## config.mk

```make
export PLATFORM = sky130hd
export DESIGN_NAME = sync_fifo_param
export DESIGN_NICKNAME = d
export VERILOG_FILES = /design/src/rtl/sync_fifo_param.sv
export SDC_FILE = /design/constraint.sdc
export NUM_CORES = 1
export LEC_CHECK = 0
export BUFFER_PORTS_ARGS = -buffer_cell sky130_fd_sc_hd__buf_4
export CAP_MARGIN = 25
export CORE_ASPECT_RATIO = 1.4
export CORE_MARGIN = 1
export CORE_UTILIZATION = 51
export CTS_CLUSTER_DIAMETER = 120
export DETAILED_ROUTE_END_ITERATION = 10
export PLACE_DENSITY_LB_ADDON = 0.25
export SLEW_MARGIN = 20
export SYNTH_ARGS = -nofsm -noshare
export SYNTH_HDL_FRONTEND = slang
export SYNTH_SLANG_ARGS = --single-unit
```

## constraint.sdc

```tcl
create_clock -name clk -period 2.9 [get_ports clk]
set_input_delay 0 -clock clk [delete_from_list [all_inputs] [get_ports clk]]
set_output_delay 0 -clock clk [all_outputs]
set_load 0.05 [all_outputs]
```

## src/rtl/sync_fifo_param.sv

```systemverilog
// Single-clock FIFO with configurable width/depth, registered status flags,
// programmable almost-full/almost-empty thresholds, sticky error flags,
// synchronous flush and a selectable FWFT or registered-read output.
module sync_fifo_param #(
    parameter int unsigned DATA_W    = 8,
    parameter int unsigned ADDR_W    = 4,
    parameter int unsigned AF_THRESH = 12,
    parameter int unsigned AE_THRESH = 2,
    parameter int unsigned FWFT      = 1
) (
    input  logic              clk,
    input  logic              reset,
    input  logic              clr,
    input  logic              wr,
    input  logic [DATA_W-1:0] data_in,
    input  logic              rd,
    output logic [DATA_W-1:0] data_out,
    output logic              full,
    output logic              empty,
    output logic              almost_full,
    output logic              almost_empty,
    output logic [ADDR_W:0]   level,
    output logic              overflow,
    output logic              underflow,
    input  logic              err_clr
);

    localparam int unsigned     DEPTH     = 2 ** ADDR_W;
    localparam logic [ADDR_W:0] DEPTH_LVL = (ADDR_W + 1)'(DEPTH);
    localparam logic [ADDR_W:0] AF_LVL    = (ADDR_W + 1)'(AF_THRESH);
    localparam logic [ADDR_W:0] AE_LVL    = (ADDR_W + 1)'(AE_THRESH);

    logic [DATA_W-1:0] mem [DEPTH];
    logic [ADDR_W-1:0] wr_ptr;
    logic [ADDR_W-1:0] rd_ptr;
    logic              rd_acc;
    logic              wr_acc;
    logic              ovf_evt;
    logic              unf_evt;
    logic [ADDR_W:0]   level_next;

    // Accept decisions and next occupancy, all from the pre-edge status.
    // A write into a full FIFO is accepted only when a read frees the head slot.
    always_comb begin
        rd_acc     = rd & ~empty & ~clr;
        wr_acc     = wr & (~full | rd_acc) & ~clr;
        ovf_evt    = wr & full & ~rd_acc & ~clr;
        unf_evt    = rd & empty & ~clr;
        level_next = level;
        if (clr) begin
            level_next = '0;
        end else if (wr_acc && !rd_acc) begin
            level_next = level + 1'b1;
        end else if (rd_acc && !wr_acc) begin
            level_next = level - 1'b1;
        end
    end

    // Read/write pointers; natural ADDR_W-bit wrap.
    always_ff @(posedge clk or negedge reset) begin
        if (!reset) begin
            wr_ptr <= '0;
            rd_ptr <= '0;
        end else if (clr) begin
            wr_ptr <= '0;
            rd_ptr <= '0;
        end else begin
            if (wr_acc) wr_ptr <= wr_ptr + 1'b1;
            if (rd_acc) rd_ptr <= rd_ptr + 1'b1;
        end
    end

    // Registered occupancy and status flags derived from the post-edge level.
    always_ff @(posedge clk or negedge reset) begin
        if (!reset) begin
            level        <= '0;
            full         <= 1'b0;
            empty        <= 1'b1;
            almost_full  <= 1'b0;
            almost_empty <= 1'b1;
        end else begin
            level        <= level_next;
            full         <= (level_next == DEPTH_LVL);
            empty        <= (level_next == '0);
            almost_full  <= (level_next >= AF_LVL);
            almost_empty <= (level_next <= AE_LVL);
        end
    end

    // Sticky error flags; a same-cycle error event wins over err_clr.
    always_ff @(posedge clk or negedge reset) begin
        if (!reset) begin
            overflow  <= 1'b0;
            underflow <= 1'b0;
        end else begin
            if (ovf_evt)      overflow <= 1'b1;
            else if (err_clr) overflow <= 1'b0;
            if (unf_evt)      underflow <= 1'b1;
            else if (err_clr) underflow <= 1'b0;
        end
    end

    // Storage array, intentionally not reset.
    always_ff @(posedge clk) begin
        if (wr_acc) mem[wr_ptr] <= data_in;
    end

    generate
        if (FWFT != 0) begin : g_fwft
            // Head word is visible combinationally whenever the FIFO is non-empty.
            always_comb begin
                data_out = mem[rd_ptr];
            end
        end else begin : g_regread
            // Registered read: capture head on an accepted read, hold otherwise.
            always_ff @(posedge clk or negedge reset) begin
                if (!reset) begin
                    data_out <= '0;
                end else if (rd_acc) begin
                    data_out <= mem[rd_ptr];
                end
            end
        end
    endgenerate

endmodule
```

Yosys cells after proc, flatten, opt, wreduce, memory -nomap -nowiden
Memories as Yosys holds them, arrays and structs flattened.
Index checks and enable logic that the tools add are counted.
Widths: inputs -> output; s select.

cells by class
  add/sub/neg operators = 4
  order comparisons = 2
  equality and inequality tests = 1
  multiplexer cells = 12
  bitwise logic cells = 14
  reduce and logical (&&, ||, !) cells = 9

operators by type and width
  operator             number
  $mux 4               4
  $mux 5               3
  $and 1x1->1          9
  $add 4x1->4 const B  2
  $reduce_bool 2->1    4
  $add 5x1->5 const B  1
  $eq 5x5->1 const B   1
  $ge 5x4->1 const B   1
  $le 5x2->1 const B   1
  $logic_not 5->1      1
  $mux 1               5
  $sub 5x1->5 const B  1
  $not 1->1            4
  $logic_and 1x1->1    2
  $logic_not 1->1      2
  $or 1x1->1           1

word-level totals
  register bits after elaboration = 19
  RAM bits = 128
  input port bits = 14
  output and inout bits = 19
  word-level logic and storage cells = 52
  memories = 1

memories
  name  depth  bits a word  rd ports  clocked after Yosys merged registers in  wr ports  RTL line  text
  mem   16     8            1         0                                        1         33        logic [DATA_W-1:0] mem [DEPTH];

Logic depth before layout (Yosys ltp)
Gate-level depths: netlist of run 1.

  depth after elaboration = 12
  mapped depth = 6

Least setup slack after synthesis of run 1
OpenSTA, ideal clock, no wires.

  kind = reg-to-reg
  start point = register level[0]
  end point = register full
  data arrival time = 2111 ps
  data required time = 2760 ps
  path slack = 650 ps
  cell stages (with the launch flop) = 6
  buffers on the path = 0
  period minus slack after synthesis = 2250 ps
  cell sequence = dfrtp_1 inv_1 ha_1 mux2_2 a221oi_1 nor4b_4

between the ends
  longest elaborated chain between the ends = 5
  elaborated cells on any way between the ends = 6
  those cells by class = add/sub (2); eq/ne (1); mux (3)

ends and longest elaborated chain
  what                    RTL line  text
  start, declared         22        output logic [ADDR_W:0] level,
  start signal, assigned  82        level <= level_next;
  $sub 5x1->5             55        level_next = level - 1'b1;
  $mux 5                  54        end else if (rd_acc && !wr_acc) begin
  $mux 5 *                52        end else if (wr_acc && !rd_acc) begin
  $mux 5 *                50        if (clr) begin
  $eq 5x5->1 *            83        full <= (level_next == DEPTH_LVL);
  end signal, assigned    83
  end, declared           18        output logic full,

Mark *: on every way between the ends. The rest lies on a longest branch, timed or not.
A chain may end at the register's enable or synchronous reset.

Final worst setup path of run 1
  start point = register rd_ptr[0]
  end point = output data_out[4]

between the ends
  longest elaborated chain between the ends = 1

ends and longest elaborated chain
  what                    RTL line  text
  start, declared         35        logic [ADDR_W-1:0] rd_ptr;
  start signal, assigned  69        if (rd_acc) rd_ptr <= rd_ptr + 1'b1;
  $mem_v2 16x8            -
  end, declared           17        output logic [DATA_W-1:0] data_out,

No other way between the ends.

==> metrics, run 1 <==
status=finished clean; GRT Residual Overflow=0; reg2reg setup slack=roughly 0.81 ns; Worst R2R End=full; top cell type's share of synthesized area=between 60% and 70%; P_sw=roughly 1.1 mW; Cell Chain, Critical Path=buf_4, mux4_2, mux4_2, buf_4; Root Driver=clkbuf_16; Switching Fraction=a little over a fifth; Critical Path Fanout Max=21; Final Max Tran Viols=0; slowest cell on the critical path=mux4_2; met2 usage=roughly 39%; starting DRC count in detailed routing=230; die height=approximately 130 µm; Worst-Margin Slew=0.756 ns; Combinational Power Share=10.2%; IO Pins=33; top post-synthesis cells by area=edfxtp_1 (64%), mux4_2 (15%), dfrtp_1 (7.1%); GR met1 Demand/Resource=between 20% and 30%; final net count=404; ys async rst share=approximately 13%; Ys Warns=0; Pre-Repair DR Iteration Count=5; synth cell count leaders=edfxtp_1 (128), mux4_2 (40), nor2_1 (26); Worst setup SP type=flip-flop; post-synth top area cell=edfxtp_1; Max Root-Sink Buffers=2; Via Count=approximately 3,100; setup TNS=0 ns; antenna violations before repair=0; Reg power frac=between 40% and 50%; Clk network pwr share=44.8%; via/cell ratio=a little under 6; die area=between 10,000 and 15,000 µm²; TritonCTS clock tree=built; Leak=~2.5 nW; synth unique cells=42; total CTS buffers=17; Die X=93.5 µm; first-pass GRT wire length=about 19,000 µm; r2r startpoint=level[0]; Global Route met3 Usage=~5.0%; Residual DRC=0; post-CTS sizing=0; Final Hold Viols=0; largest net degree at the start of global routing=28; WL final=12,400 µm; Core ar.=11,400 µm²; Hold Path Class=in -> async; CP max stage delay=roughly 0.59 ns; post-CTS setup buffer count=0; Clock Sinks=147; CP arrival=about 2.5 ns; grt peak-use layer=met2; crit share post-route=a little over four fifths; H-tree depth=4; Worst Skew=~0.0054 ns; Synth Net Count=333; fmax=407 MHz; proportion of layout cells with a drive suffix above 1=approximately a third; vias in the first global route=about 3,300; crit path time final=about 2.5 ns; MaxCap Viol Count=0; row cnt=46; number of synthesized flops with an enable pin=128; Clock Latency Late Sink=approximately 0.41 ns; Final Total Pwr=roughly 5.3 mW; synthesis-stage register bit count=147; clock-pin slew on the worst setup and hold paths=roughly 0.06 ns; initial core utilization=between 50 and 60%; WS Path Type=reg -> out; P&R area growth vs syn=21.9%; hold-fix buffers at CTS=15; most frequent cell after synthesis=edfxtp_1; Total GRT Usage=a little under a quarter; GPL Wtd Cong=0.786; diodes inserted=0; Internal=4.17 mW; Max IR drop VDD=roughly 0.00043 V; mapped cell area=roughly 6000 µm²; Mapped Cells=around 310; required time worst endpoint=slightly below 3 ns; WHS=0.00675 ns; IO Port Bufs=32; Avg Inst Size Synth=about 19 µm²; unrepaired setup endpoints after global routing=false; CP endpoint kind=primary output; Final Setup Violations=0; most common flop cell mapped by yosys=edfxtp_1; wire per inst=about 23 µm; Cell Pwr Density=between 700 and 800 nW/µm²; sequential fraction of the synthesis area=72.2%; reg2reg path depth=5; dpl hpwl=roughly 7400 µm; Antenna Nets Post-Route=0; Slew HR=between 40% and 50%
## sequential cells by signal, summed over array words and instances (netlist names)
register      flops
rd_ptr            4
level             5
underflow         1
almost_empty      1
full              1
almost_full       1
wr_ptr            4
empty             1
mem             128
overflow          1
## power by group through the flow
stage	clock, mW	combinational, mW	sequential (mW)
floorplan	0	0.317	2.47
global placement	0	0.520	2.42
detailed placement	0	0.528	2.42
CTS	2.40	0.551	2.38
global route	2.48	0.580	2.38
finish	2.37	0.542	2.38
## how the worst max path moves through the flow
| stage | startpoint | end | slack (ns) | cells past startpoint |
|---|---|---|---|---|
| after floorplan | level[0] | full | 0.65 | 5 |
| after global placement | rd_ptr[0] | data_out[1] | 0.87 | 4 |
| after detailed placement | level[0] | full | 0.80 | 5 |
| after CTS | rd_ptr[0] | data_out[4] | 0.40 | 4 |
| after global routing | rd_ptr[0] | data_out[4] | 0.34 | 4 |
| final | rd_ptr[0] | data_out[4] | 0.44 | 4 |
## cell type report
type                    count  area, µm²
flip-flops and latches    147       4320
fillers                   808       4100
multi-input cells         145       1580
repair buffers             66        546
clock buffers              18        429
clock inverters            13        214
well taps                 144        180
inverters                   6       22.5
## stage by stage
stage | setup slack [ns] | cells | instance area (µm²) | util, %
final | 0.443 | 539 | 7300 | 64.0
after global routing | 0.335 | 539 | 7300 | 64.0
after CTS | 0.405 | 539 | 7300 | 64.0
after detailed placement | 0.802 | 493 | 6500 | 57.1
after global placement | 0.866 | 493 | 6500 | 57.1
after floorplan | 0.650 | 312 | 5980 | -
## critical path, delay by kind of cell, from the launching register on
kind                   cells  cell delay [ns]
multiplexers               2             1.10
flip-flops                 1             0.35
buffers and inverters      2             0.59
## kinds of logic after synthesis
kind of cell	count (synthesis)	synth area share (%)
AO/OA/AOI/OAI	22	2.43
multiplexers	43	15.7
XOR/XNOR	8	1.17
flip-flops	147	72.2
buffers and inverters	20	1.34
adder cells (fa/ha/maj)	7	1.46
AND/OR/NAND/NOR	65	5.71
## per-layer routing
layer / vias up / wire, µm
li1: 1393 / -
met5: - / 0
met1: 1625 / 4510
met4: 0 / 233
met3: 13 / 726
met2: 106 / 6960
## cell usage in the layout (no fill, tap or decap), types with 2 or more instances in the layout
cell and instances:
nand2b_1 4, dfrtp_1 16, dfstp_2 2, a21oi_1 7
xnor2_1 3, o22ai_1 2, ha_1 7, nand3_1 5
nand2_1 14, inv_1 6, o21ai_1 3, nor3_1 5
mux4_2 40, clkbuf_16 17, a221oi_1 2, buf_4 50
dlygate4sd3_1 15, clkinv_2 2, edfxtp_1 128, bufinv_16 6
nor2_1 26, clkinv_1 4, xor2_1 5
Power figures use the tool's default switching activity.
==> run 2, diff against run 1 <==
Settings changed: ABC_AREA set to 1.
Clock period 2.9 ns to 2.4 ns, I/O delays scaled along.
==> run 2 against run 1 <==
Combinational power grew 100%. Final area barely moved. Sequential cell count unchanged. Largest power group unchanged. Utilization shrank 0.28 points. The flow now finishes with violations (negative hold slack). Critical path depth rose by 3. Global-route usage is 2.2 points higher. Sequential power up 22%. Register-to-register slack got worse by 0.28 ns. Highest routed layer unchanged. Die area rose by 1.7%.
==> metrics, run 2 <==
Ys Warns=0; proportion of layout cells with a drive suffix above 1=roughly 16%; GPL Wtd Cong=around 0.84; synthesis-stage register bit count=between 100 and 150; sequential fraction of the synthesis area=between 70% and 80%; largest net degree at the start of global routing=68; crit share post-route=90.1%; final net count=approximately 590; Via Count=between 4,000 and 5,000; slowest cell on the critical path=dfrtp_2; TritonCTS clock tree=built; P&R area growth vs syn=19.9%; non-filler cells, final=723; Max Root-Sink Buffers=2; Hold Path Class=in -> async; synth cell count leaders=edfxtp_1 (128), nor2_1 (94), o21ai_0 (74); Final Setup Violations=0; Worst Skew=roughly 0.0073 ns; Pre-Repair DR Iteration Count=5; multi-input logic area=1540 µm²; Final Hold Viols=1; Largest register FFs=around 130; fill count=853; number of synthesized flops with an enable pin=between 100 and 150; Worst-Margin Slew=0.611 ns; required time worst endpoint=2.40 ns; CP endpoint kind=primary output; commonest non-fill, non-tap cell in the layout=edfxtp_1; synth unique cells=28; Critical Path Fanout Max=40; Post-DP Area=approximately 6600 µm²; failing checks=negative hold slack; CP arrival=approximately 2.2 ns; top post-synthesis cells by area=edfxtp_1 (63%), dfrtp_1 (7.0%), o21ai_0 (6.1%); Worst setup SP type=flip-flop; Die X=94.3 µm; antenna violations before repair=0; most frequent cells in the layout=edfxtp_1 (128), nor2_1 (94), o21ai_0 (74); hold-fix buffers at CTS=14; top cell type's share of synthesized area=approximately 63%; WL final=between 10,000 and 15,000 µm; Clock Latency Late Sink=0.41 ns; clock-pin slew on the worst setup and hold paths=0.06 ns; Biggest register=mem; Clock Sinks=approximately 150; Mapped Cells=slightly above 500; post-CTS setup buffer count=0; WHS=-0.0000169 ns; Max IR drop VDD=between 0.0006 and 0.0007 V; diodes inserted=0; WS Path Type=reg -> out; IO Pins=33; via/cell ratio=~5.8; placed cells=between 600 and 700; Total GRT Usage=between 20% and 30%; MaxCap Viol Count=0; Leak=2.72 nW; post-CTS sizing=0; initial core utilization=around 53%; CP max stage delay=around 0.42 ns; Most common cell on crit path=buf_4; GRT Residual Overflow=0; ys async rst share=roughly an eighth; IO Port Bufs=32; Core ar.=~11,000 µm²; Largest regs=mem x128, level x5; Cell Chain, Critical Path=inv_1, buf_4, o21ai_0, o221ai_1, o211ai_1, nand2_1, buf_4; setup TNS=0 ns; unrepaired setup endpoints after global routing=false; crit path time final=around 2.2 ns; Synth Net Count=524; wire per inst=about 20 µm; Slew HR=between 50% and 60%; Antenna Nets Post-Route=0; final core utilization=about 64%; Finished Cell Area=about 7300 µm²; sequential cell area=about 4300 µm²; post-synth top area cell=edfxtp_1; first-pass GRT wire length=approximately 22,000 µm; mapped cell area=roughly 6100 µm²; Avg Inst Size Synth=~12 µm²; Final Max Tran Viols=0; die height=approximately 130 µm; die area=between 10,000 and 15,000 µm²; most common flop cell mapped by yosys=edfxtp_1; Root Driver=clkbuf_16; H-tree depth=4; dpl hpwl=between 9000 and 10,000 µm; starting DRC count in detailed routing=460; row cnt=46; total CTS buffers=17; fmax=between 400 and 500 MHz; most frequent cell after synthesis=edfxtp_1; Cell Pwr Density=894 nW/µm²; vias in the first global route=roughly 4,200; status=finished, violations left; Residual DRC=0
[run 2: cell types whose count changed in the layout (fill, tap and decap cells not counted), sizes merged, moves of 25 or more]
cell    previous run  this run
inv                6        31
mux4              40         0
nand2             14        47
nor2              26        96
o21ai              3        74
o221ai             0        27
[run 2: cell families after synthesis]
family | count (synthesis) | share of synthesized area [%]
simple gates | 173 | 11.8
flops | 147 | 71.0
compound gates | 118 | 11.8
buf+inv | 56 | 3.64
fa+ha+maj | 7 | 1.44
xor+xnor | 2 | 0.288
[run 2: routing by layer]
| layer | global-route usage [%] | wire length (µm) |
|---|---|---|
| met5 | 0 | 0 |
| met1 | 30.7 | 5650 |
| met4 | 11.4 | 319 |
| met2 | 41.0 | 7480 |
| met3 | 5.09 | 657 |
[run 2: worst max-delay path: cells and delay by family, from the launching register on]
kind	cells	cell delay, ns
buffers and inverters	3	0.67
and+or+nand+nor	1	0.13
DFF	1	0.42
AOI/OAI and AO/OA	3	0.50
[run 2: final cells by class]
type / instances / share of cell area [%]
timing repair buffer: 70 / 7.85
clock inverter: 14 / 1.90
clock buffer: 18 / 5.88
tap: 144 / 2.47
inverter: 30 / 1.54
sequential: 147 / 59.2
multi-input combinational: 300 / 21.1
[run 2: worst paths after layout]
kind                            startpoint           to  slack, ns  cells after the start
worst max-delay path             rd_ptr[0]  data_out[0]       0.24                      7
worst min-delay path                 reset     level[2]   -0.00002                      2
worst max register to register       empty    mem[5][4]       0.53                      8
worst min register to register   wr_ptr[2]    wr_ptr[2]       0.65                      2
max in group asynchronous            reset        empty       2.14                      2
min in group clk                        rd    rd_ptr[1]       0.03                      5
[run 2: metrics by stage]
step | hold slack [ns] | worst slack, ns | power (mW)
floorplan | -0.296 | 0.512 | 3.68
global placement | -0.113 | 0.593 | 4.02
detailed placement | -0.110 | 0.552 | 4.04
CTS | 0.00350 | 0.230 | 6.55
global route | 0.00665 | 0.0873 | 6.76
finish | -0.0000169 | 0.238 | 6.53
[run 2: where the power goes]
group / switching, mW / internal [mW] / total [mW] / leakage [nW]
registers: 0.0481 / 2.85 / 2.90 / 1.40
clock network: 0.995 / 1.52 / 2.51 / 0.267
logic: 0.782 / 0.332 / 1.11 / 1.05
total: 1.83 / 4.70 / 6.53 / 2.72
==> run 3, diff against run 2 <==
Settings changed: GPL_TIMING_DRIVEN set to 0, PLACE_DENSITY_LB_ADDON 0.25 to 0.12.
Clock period 2.4 ns to 2.45 ns, I/O delays scaled along.
==> run 3 against run 2 <==
The run now ends clean. Total power shrank 3.0%. Clock skew shrank 0.0017 ns. Clock-buffer cell count shrank 1. Setup slack lost 0.22 ns. Sequential share of layout area grew 0.59 points. Sequential cell count is the same. Register-to-register slack lost 0.39 ns.
==> metrics, run 3 (synthesized netlist as in run 2, its figures left out) <==
die area=around 12,000 µm²; Clock Sinks=147; crit share post-route=between 90 and 100%; initial core utilization=between 50% and 60%; Critical Path Fanout Max=10; Die X=~94 µm; diodes inserted=0; Combinational Power Share=between 10% and 20%; vias in the first global route=about 4,200; die height=~130 µm; Worst-Margin Slew=between 0.9 and 1 ns; wire per inst=around 21 µm; MaxCap Viol Count=0; placed cells=a little under 700; IO Port Bufs=32; P&R area growth vs syn=18.7%; WS Path Type=reg -> out; first-pass GRT wire length=around 24,000 µm; Largest register FFs=128; Root Driver=clkbuf_16; Hold Path Class=in -> reg; starting DRC count in detailed routing=between 400 and 500; Final Setup Violations=0; Biggest register=mem; Reg power frac=44.8%; CP max stage delay=roughly 0.54 ns; setup TNS=0 ns; unrepaired setup endpoints after global routing=true; CP endpoint kind=primary output; slowest cell on the critical path=dfrtp_1; Clock Latency Late Sink=approximately 0.41 ns; Largest regs=mem x128, level x5; Worst setup SP type=flip-flop; H-tree depth=4; cell family with most CP delay=buffers and inverters; most frequent cells in the layout=edfxtp_1 (128), nor2_1 (92), o21ai_0 (74); status=finished clean; Antenna Nets Post-Route=0; via/cell ratio=approximately 6; Residual DRC=0; Final Hold Viols=0; GPL Wtd Cong=0.856; antenna violations before repair=0; Core ar.=between 10,000 and 15,000 µm²; CP arrival=around 2.4 ns; IO Pins=33; commonest non-fill, non-tap cell in the layout=edfxtp_1; Post-DP Area=between 6000 and 7000 µm²; non-filler cells, final=~730; GRT Residual Overflow=0; Pre-Repair DR Iteration Count=5; largest net degree at the start of global routing=17; required time worst endpoint=approximately 2.5 ns; clock-pin slew on the worst setup and hold paths=~0.060 ns; Leak=roughly 2.7 nW; proportion of layout cells with a drive suffix above 1=between 10% and 20%; Final Total Pwr=about 6.3 mW; Max Root-Sink Buffers=2; Cell Chain, Critical Path=clkbuf_1, o21ai_0, o221ai_1, o211ai_1, nand2_1, buf_4; P_sw=1.91 mW; final net count=~590; Cell Pwr Density=a little under 900 nW/µm²; Finished Cell Area=7230 µm²; fmax=around 410 MHz; Worst Skew=0.00561 ns; fill count=approximately 880; TritonCTS clock tree=built; crit path time final=about 2.4 ns; Buf/Inv on CP=2; Internal=4.42 mW; Total GRT Usage=27.0%; Switching Fraction=30.2%; row cnt=46; WL final=approximately 15,000 µm; Final Max Tran Viols=0; total CTS buffers=17; Max IR drop VDD=0.000579 V; dpl hpwl=between 10,000 and 15,000 µm; Via Count=4,267; Slew HR=a little under two fifths; Clk network pwr share=a little over a third
[run 3: path summary, 6_finish.rpt]
path                           start          end  slack [ns]  depth (start not counted)
max in group asynchronous      reset    wr_ptr[3]        0.65                          4
min in group asynchronous      reset    wr_ptr[0]        0.48                          3
hold / removal                    rd    rd_ptr[1]       0.008                          5
setup reg to reg               empty    mem[2][0]        0.14                          7
hold reg to reg            wr_ptr[2]    wr_ptr[2]        0.63                          2
setup / recovery           rd_ptr[1]  data_out[0]        0.01                          6
[run 3: worst register-to-register path: cells and delay by family, from the launching register on]
family	cells	cell delay, ns
simple gates	7	1.53
flops	1	0.39
[run 3: layer usage]
metal | wire, µm | up-vias | share of wire, % | global-route usage [%]
met4 | 357 | 0 | 2.3 | 12.1
met5 | 0 | - | 0 | 0
li1 | - | 1970 | - | -
met3 | 982 | 35 | 6.4 | 5.73
met1 | 5880 | 2073 | 38 | 32.5
met2 | 8240 | 189 | 53 | 45.7
[run 3: layout make-up]
type / count / area, µm² / share of cell area (%)
tap: 144 / 180 / 2.49
buffer: 26 / 126 / 1.75
clock buffer: 17 / 425 / 5.89
inverter: 30 / 113 / 1.56
clock inverter: 15 / 111 / 1.54
sequential: 147 / 4320 / 59.8
timing repair buffer: 48 / 400 / 5.54
multi-input combinational: 300 / 1550 / 21.4
[run 3: metrics by stage]
stage | util, % | hold slack, ns | setup slack (ns)
after detailed placement | 56.8 | -0.110 | 0.119
after floorplan | - | -0.296 | 0.562
final | 63.1 | 0.00804 | 0.0138
after global placement | 56.8 | -0.115 | 0.151
after global routing | 63.1 | 0.0453 | -0.0149
after CTS | 63.0 | 0.00126 | 0.0489
[run 3: power groups by stage]
| stage | clock network, mW | registers, mW | logic [mW] |
|---|---|---|---|
| after floorplan | 0 | 3.00 | 0.610 |
| after global placement | 0 | 2.89 | 1.12 |
| after detailed placement | 0 | 2.89 | 1.14 |
| after CTS | 2.34 | 2.84 | 1.17 |
| after global routing | 2.44 | 2.85 | 1.26 |
| final | 2.32 | 2.84 | 1.18 |
[run 3: repair_timing]
item | CTS | global route
endpoints found under the hold margin | 156 | 0
endpoints found under the setup margin | 8 | 12
setup buffers | 0 | 0
resized for setup | 12 | 7
hold buffers | 16 | 0
